File: config.mk
export PLATFORM = sky130hd
export DESIGN_NAME = hand_datapath
export DESIGN_NICKNAME = d
export VERILOG_FILES = /design/src/rtl/hand_datapath.sv
export SDC_FILE = /design/constraint.sdc
export NUM_CORES = 1
export LEC_CHECK = 0
export ABC_CLOCK_PERIOD_IN_PS = 4210
export CAP_MARGIN = 15
export CORE_AREA = 2 2 67 69
export CTS_BUF_LIST = sky130_fd_sc_hd__clkbuf_8
export DETAILED_ROUTE_END_ITERATION = 16
export DIE_AREA = 0 0 69 71
export PLACE_DENSITY = 0.8
export SYNTH_ARGS = -nofsm -noshare
export SYNTH_HDL_FRONTEND = slang
export SYNTH_SLANG_ARGS = --single-unit
File: constraint.sdc
create_clock -name slow_clock -period 4.21 [get_ports slow_clock]
set_clock_uncertainty 0.2 [all_clocks]
set_input_delay 0.842 -clock slow_clock [delete_from_list [all_inputs] [get_ports slow_clock]]
set_output_delay 0.842 -clock slow_clock [all_outputs]
set_load 0.1 [all_outputs]
File: src/rtl/hand_datapath.sv
`default_nettype none
// ============================================================================
// Module      : hand_datapath
// Description : Six-slot card store for one baccarat hand with player/dealer
//               score derivation and sticky rejected-load flag.
// Revision    : 1.0 - initial release
// ============================================================================
module hand_datapath (
    input  logic       slow_clock,
    input  logic       resetb,
    input  logic [3:0] new_card,
    input  logic       load_pcard1,
    input  logic       load_pcard2,
    input  logic       load_pcard3,
    input  logic       load_dcard1,
    input  logic       load_dcard2,
    input  logic       load_dcard3,
    output logic [3:0] pcard1,
    output logic [3:0] pcard2,
    output logic [3:0] pcard3,
    output logic [3:0] dcard1,
    output logic [3:0] dcard2,
    output logic [3:0] dcard3,
    output logic [3:0] pscore,
    output logic [3:0] dscore,
    output logic [2:0] cards_dealt,
    output logic       load_error
);

    localparam logic [3:0] c_MIN_RANK = 4'd1;
    localparam logic [3:0] c_MAX_RANK = 4'd13;

    // Slot order: 0..2 player cards 1..3, 3..5 dealer cards 1..3
    logic [5:0][3:0] r_slots;
    logic [2:0]      r_cards_dealt;
    logic            r_load_error;

    logic [5:0] w_strobes;
    logic       w_any_strobe;
    logic       w_one_hot;
    logic       w_card_ok;
    logic       w_target_empty;
    logic       w_accept;
    logic       w_reject;

    function automatic logic [3:0] card_value(input logic [3:0] rank);
        return (rank <= 4'd9) ? rank : 4'd0;
    endfunction

    function automatic logic [3:0] hand_score(input logic [3:0] a,
                                              input logic [3:0] b,
                                              input logic [3:0] c);
        logic [4:0] sum;
        sum = {1'b0, card_value(a)} + {1'b0, card_value(b)} + {1'b0, card_value(c)};
        if (sum >= 5'd20)
            sum = sum - 5'd20;
        else if (sum >= 5'd10)
            sum = sum - 5'd10;
        return sum[3:0];
    endfunction

    assign w_strobes    = {load_dcard3, load_dcard2, load_dcard1,
                           load_pcard3, load_pcard2, load_pcard1};
    assign w_any_strobe = |w_strobes;
    assign w_one_hot    = w_any_strobe && ((w_strobes & (w_strobes - 6'd1)) == 6'd0);
    assign w_card_ok    = (new_card >= c_MIN_RANK) && (new_card <= c_MAX_RANK);

    always_comb begin
        w_target_empty = 1'b0;
        for (int i = 0; i < 6; i++) begin
            if (w_strobes[i] && (r_slots[i] == 4'd0))
                w_target_empty = 1'b1;
        end
    end

    assign w_accept = w_one_hot && w_card_ok && w_target_empty;
    assign w_reject = w_any_strobe && !w_accept;

    always_ff @(posedge slow_clock) begin
        if (!resetb) begin
            r_slots       <= '0;
            r_cards_dealt <= 3'd0;
            r_load_error  <= 1'b0;
        end else begin
            if (w_accept) begin
                for (int i = 0; i < 6; i++) begin
                    if (w_strobes[i])
                        r_slots[i] <= new_card;
                end
                r_cards_dealt <= r_cards_dealt + 3'd1;
            end
            if (w_reject)
                r_load_error <= 1'b1;
        end
    end

    assign pcard1      = r_slots[0];
    assign pcard2      = r_slots[1];
    assign pcard3      = r_slots[2];
    assign dcard1      = r_slots[3];
    assign dcard2      = r_slots[4];
    assign dcard3      = r_slots[5];
    assign cards_dealt = r_cards_dealt;
    assign load_error  = r_load_error;

    assign pscore = hand_score(r_slots[0], r_slots[1], r_slots[2]);
    assign dscore = hand_score(r_slots[3], r_slots[4], r_slots[5]);

endmodule
`default_nettype wire

=== Word-level counts from Yosys, hierarchy flattened ===
Index checks and enable logic that the tools add are counted.

* Magnitude comparators: 12
* Bitwise logic cells: 1
* Add/subtract/negate cells: 10
* Reduce and logical (&&, ||, !) cells: 26
* Mux-type cells: 16

{| class="wikitable"
|+ Operator list
! operator !! count
|-
| $mux 4 || 10
|-
| $le 4x4->1 const B || 7
|-
| $logic_not 4->1 || 6
|-
| $reduce_and 2->1 || 6
|-
| $logic_and 1x1->1 || 11
|-
| $add 4x4->5 || 2
|-
| $add 5x4->5 || 2
|-
| $ge 5x4->1 const B || 2
|-
| $ge 5x5->1 const B || 2
|-
| $sub 4x3->4 const B || 2
|-
| $sub 4x4->4 const B || 2
|-
| $and 6x6->6 || 1
|-
| $logic_not 6->1 || 1
|-
| $mux 1 || 6
|-
| $reduce_or 6->1 || 1
|-
| $sub 6x1->6 const B || 1
|-
| $ge 4x1->1 const B || 1
|-
| $add 3x1->3 const B || 1
|-
| $logic_not 1->1 || 1
|}

* Output and inout bits: 36
* Flip-flop bits (word level): 28

=== Logic depth before layout (Yosys ltp) ===
* Word-level depth: 11
* Gate-level depth with buffers: 13

=== Least setup slack after synthesis ===
No wires, ideal clock.

* Path type: register to output
* Start: register r_slots (netlist bit pcard1[1])
* End: output port pscore[2]
* Setup slack: -2.019 ns
* Arrival time: 5.187 ns
* Cell stages (with the launch flop): 11
* Buffers on the path: 0
* Required time: 3.168 ns
* Cell sequence: dfxtp_1 > or2_1 > a21boi_0 > fa_1 > ha_1 > fa_1 > inv_1 > ha_1 > a21oi_1 > a21oi_1 > o21ai_0

* Word-level cells in the longest chain between the ends: 7

{| class="wikitable"
|+ RTL lines
! element !! RTL line !! source
|-
| start: declaration || 34 || <nowiki>logic [5:0][3:0] r_slots;</nowiki>
|-
| start signal: indexed assignment || 88 || <nowiki>r_slots[i] <= new_card;</nowiki>
|-
| $le 4x4->1 || 47 || <nowiki>return (rank <= 4'd9) ? rank : 4'd0;</nowiki>
|-
| $mux 4 (*) || 47 ||
|-
| $add 4x4->5 (*) || 54 || <nowiki>sum = {1'b0, card_value(a)} + {1'b0, card_value(b)} + {1'b0, card_value(c)};</nowiki>
|-
| $add 5x4->5 (*) || 54 ||
|-
| $sub 4x4->4 or $ge 5x4->1 (tied branches) || 58, 57 ||
|-
| $mux 4 || 57 || <nowiki>else if (sum >= 5'd10)</nowiki>
|-
| $mux 4 (*) || 55 || <nowiki>if (sum >= 5'd20)</nowiki>
|-
| end: declaration || 24 || <nowiki>output logic [3:0] pscore,</nowiki>
|}

Every way passes the cells marked *; elsewhere a longest branch is shown, timed or not.

=== Worst setup path after layout ===
* Start: register r_slots (netlist bit dcard1[1])
* End: output port dscore[3]

* Word-level cells in the longest chain between the ends: 7

{| class="wikitable"
|+ RTL lines
! element !! RTL line !! source
|-
| $le 4x4->1 || 47 ||
|-
| $mux 4 (*) || 47 ||
|-
| $add 4x4->5 (*) || 54 ||
|-
| $add 5x4->5 (*) || 54 ||
|-
| $sub 4x4->4 or $ge 5x4->1 (tied branches) || 58, 57 ||
|-
| $mux 4 || 57 ||
|-
| $mux 4 (*) || 55 ||
|-
| end: declaration || 25 || <nowiki>output logic [3:0] dscore,</nowiki>
|}

Marked as above.

==> results.toml <==
[yosys]
synth_largest_area_cell = "dfxtp_1"
ys_ff_latch = 28
yosysWarnings = 0
yosysUniqueCellTypes = 41
synth_area_leaders = "dfxtp_1 27%, fa_1 9.6%, ha_1 7.8%"
ys_async_sr_fraction_pct = 0
synth-edff-count = 0
ys_seq_area_share_pct = 27.00
syn_nets = 268
synth_top_area_share_pct = 27.00
synth_ff_type = "dfxtp_1"
syn-instance-count = 233
avgSynthCellArea_um2 = 8.909
synth_area_um2 = 2076

[power_and_ir_drop]
internal-power_uw = 454.2
pwr-share-comb_pct = 27.5
leakage_uw = 0.001346
pwr_density_cell_nw_per_um2 = 194.6
p_sw_share_pct = 30.90
seq_power_share_pct = 40.0
p_sw_uw = 203.1
vdd_ir_drop_max_mv = 0.1673
power_frac_clock_pct = 32.5

[place]
dp.cells = 331
gp_congestion = 0.8696
portBuffers = 47
hpwlAfterDp_um = 3955
dpl-instance-area_um2 = 2929

[clock_tree]
cts_made_buffers = 3
cts.clk_slew.worst_paths_ns = 0.10
cts_buffer_depth = 2
cts_sinks = 28
clk_latency_ns = 0.28
h-tree-depth = 1
cts_tree = "done"
cts-root-buf = "clkbuf_8"

[global_route]
grt_pass1_wl_um = 9377
grtUsageTotal_pct = 23.15
grt_pass1_vias = 1981
overflow = 0
grt_max_degree = 38
antenna_found_initial = 0

[cells_and_area]
nNetsFinal = 336
drive_above_1_share_pct = 43.33
antennaDiodeCount = 0
final_cell_area_um2 = 3378
final_cells = 352
area_delta_synth_final_pct = 62.75

[setup_path]
cp_max_fo = 3
crit_arrival_ns = 3.19
worstSetupPathType = "register to primary output"
worstPathRequired_ns = 3.17
rrSetupSlack_ns = 1.63
rr_worst_depth = 7
r2r_end = "cards_dealt[1]"
crit_end = "dscore[3]"
worstSetupStartpoint = "dcard1[1]"
r2r_start = "pcard2[2]"
startpoint_type = "register"
end_kind = "primary output"

[timing]
fin_crit_sh_pct = 100.6
drv_slew = 0
hold_violations = 0
max_slew.worst_pin.slew_ns = 1.088
grt_setup_unrepaired = "true"
finalSetupViolCount = 3
worst_slack_ns = -0.02344
slew_headroom_pct = 27.25
period_needed_ns = 4.233
timing.fmax_mhz = 236.2

[route]
drc = 0
drt_pass1_iterations = 4
vias_per_cell = 5.645
ant_nets = 0
wl_um = 5745
drt_iter0_markers = 70
vias = 1987
wl_per_cell_um = 16.32

[worst_hold_path]
hold_path_class = "register to register"

[run_status]
outcome = "complete, but fails checks"
violations = "negative setup slack"

[floorplanning]
start_util_pct = 49.38
rows = 24
die_y_um = 71
io_pins = 48
core_area_um2 = 4204
die_x_um = 69
dieArea_um2 = 4899

[flow_run]
max_cap_violations = 0
cell usage after synthesis, drive strengths merged (4+ instances only):
cell type,count
a2111oi,4
a21boi,5
a21oi,12
a22o,16
and3,16
clkbuf,6
dfxtp,28
fa,10
ha,13
inv,20
mux2i,5
nand2,16
nand2b,5
nand4,4
nor2,9
nor2b,7
nor4b,5
o21a,8
o21ai,5
or2,6
xnor2,4
cell usage in the layout (no fill, tap or decap), drive strengths merged, types with 6 or more instances in the layout:
master,n
buf,32
fa,10
nand2,16
o21a,8
inv,20
nor2,9
dfxtp,28
or2,6
clkdlybuf4s50,39
ha,13
nor2b,7
a22o,16
a21oi,12
and3,16
power by group through the flow:
stage	logic (uW)	registers (uW)	clock network, uW
floorplan	80.5	297	0
global placement	154	269	0
detailed placement	157	269	0
CTS	172	263	215
global route	192	264	231
finish	181	263	214
worst min path at each step:
stage / startpoint / to / slack, ns / cells past startpoint
finish: load_error / load_error / 0.28 / 2
global placement: load_error / load_error / 0.25 / 2
detailed placement: load_error / load_error / 0.26 / 2
CTS: load_error / load_error / 0.29 / 2
global route: cards_dealt[2] / cards_dealt[2] / 0.32 / 2
floorplan: dcard3[1] / dcard3[1] / 0.48 / 1
metrics by stage:
stage / setup TNS [ns] / utilization [%] / setup slack (ns) / hold WS, ns / total power [uW]
floorplan: -0.5423 / - / -0.1843 / 0.4805 / 377.0
global placement: 0 / 69.67 / 0.1673 / 0.2516 / 423.4
detailed placement: 0 / 69.67 / 0.1059 / 0.2550 / 425.8
CTS: -0.01319 / 76.55 / -0.01319 / 0.2883 / 649.4
global route: -0.7259 / 80.36 / -0.1518 / 0.3201 / 686.2
finish: -0.04335 / 80.36 / -0.02344 / 0.2840 / 657.3
timing repair:
action | 4_1_cts | 5_1_grt
gates resized for setup | 24 | 29
setup buffers | 14 | 3
pin swaps | 18 | 13
cloned | 0 | 0
endpoints found under the setup margin | 6 | 6
hold buffers | 0 | 0
flip-flops by register name, indices dropped and copies added (netlist names):
signal,count
dcard1,4
pcard2,4
load_error,1
dcard3,4
pcard1,4
dcard2,4
cards_dealt,3
pcard3,4
critical path, cell delays in order, from the launching register on:
cell and delay [ns]:
dfxtp_4 0.36, or2_4 0.27, nor2_2 0.18, fa_1 0.50, ha_4 0.33, xor2_4 0.15, inv_2 0.07, ha_4 0.16
a211oi_4 0.33, buf_4 0.18, a21o_1 0.14, a21oi_4 0.07, buf_12 0.18
cell families after synthesis:
family	Yosys count	share of synthesized area (%)
multiplexers	5	2.411
AO/OA/AOI/OAI	61	22.48
flip-flops	28	27.00
adder cells (fa/ha/maj)	23	17.48
XOR/XNOR	7	2.954
AND/OR/NAND/NOR	81	22.24
buffers and inverters	28	5.425
metal layers:
layer | routed length [um] | global-route usage [%]
met1 | 2308 | 28.93
met4 | 102 | 4.575
met3 | 283 | 1.994
met2 | 3051 | 43.70
met5 | 0 | 0
layout make-up:
class | instances | area, um^2
flip-flops and latches | 28 | 635.6
multi-input cells | 177 | 1822
clock inverters | 1 | 30.03
inverters | 20 | 75.07
well taps | 52 | 65.06
fillers | 249 | 825.8
repair buffers | 71 | 709.4
clock buffers | 3 | 41.29
(Power assumes the default switching activity.)
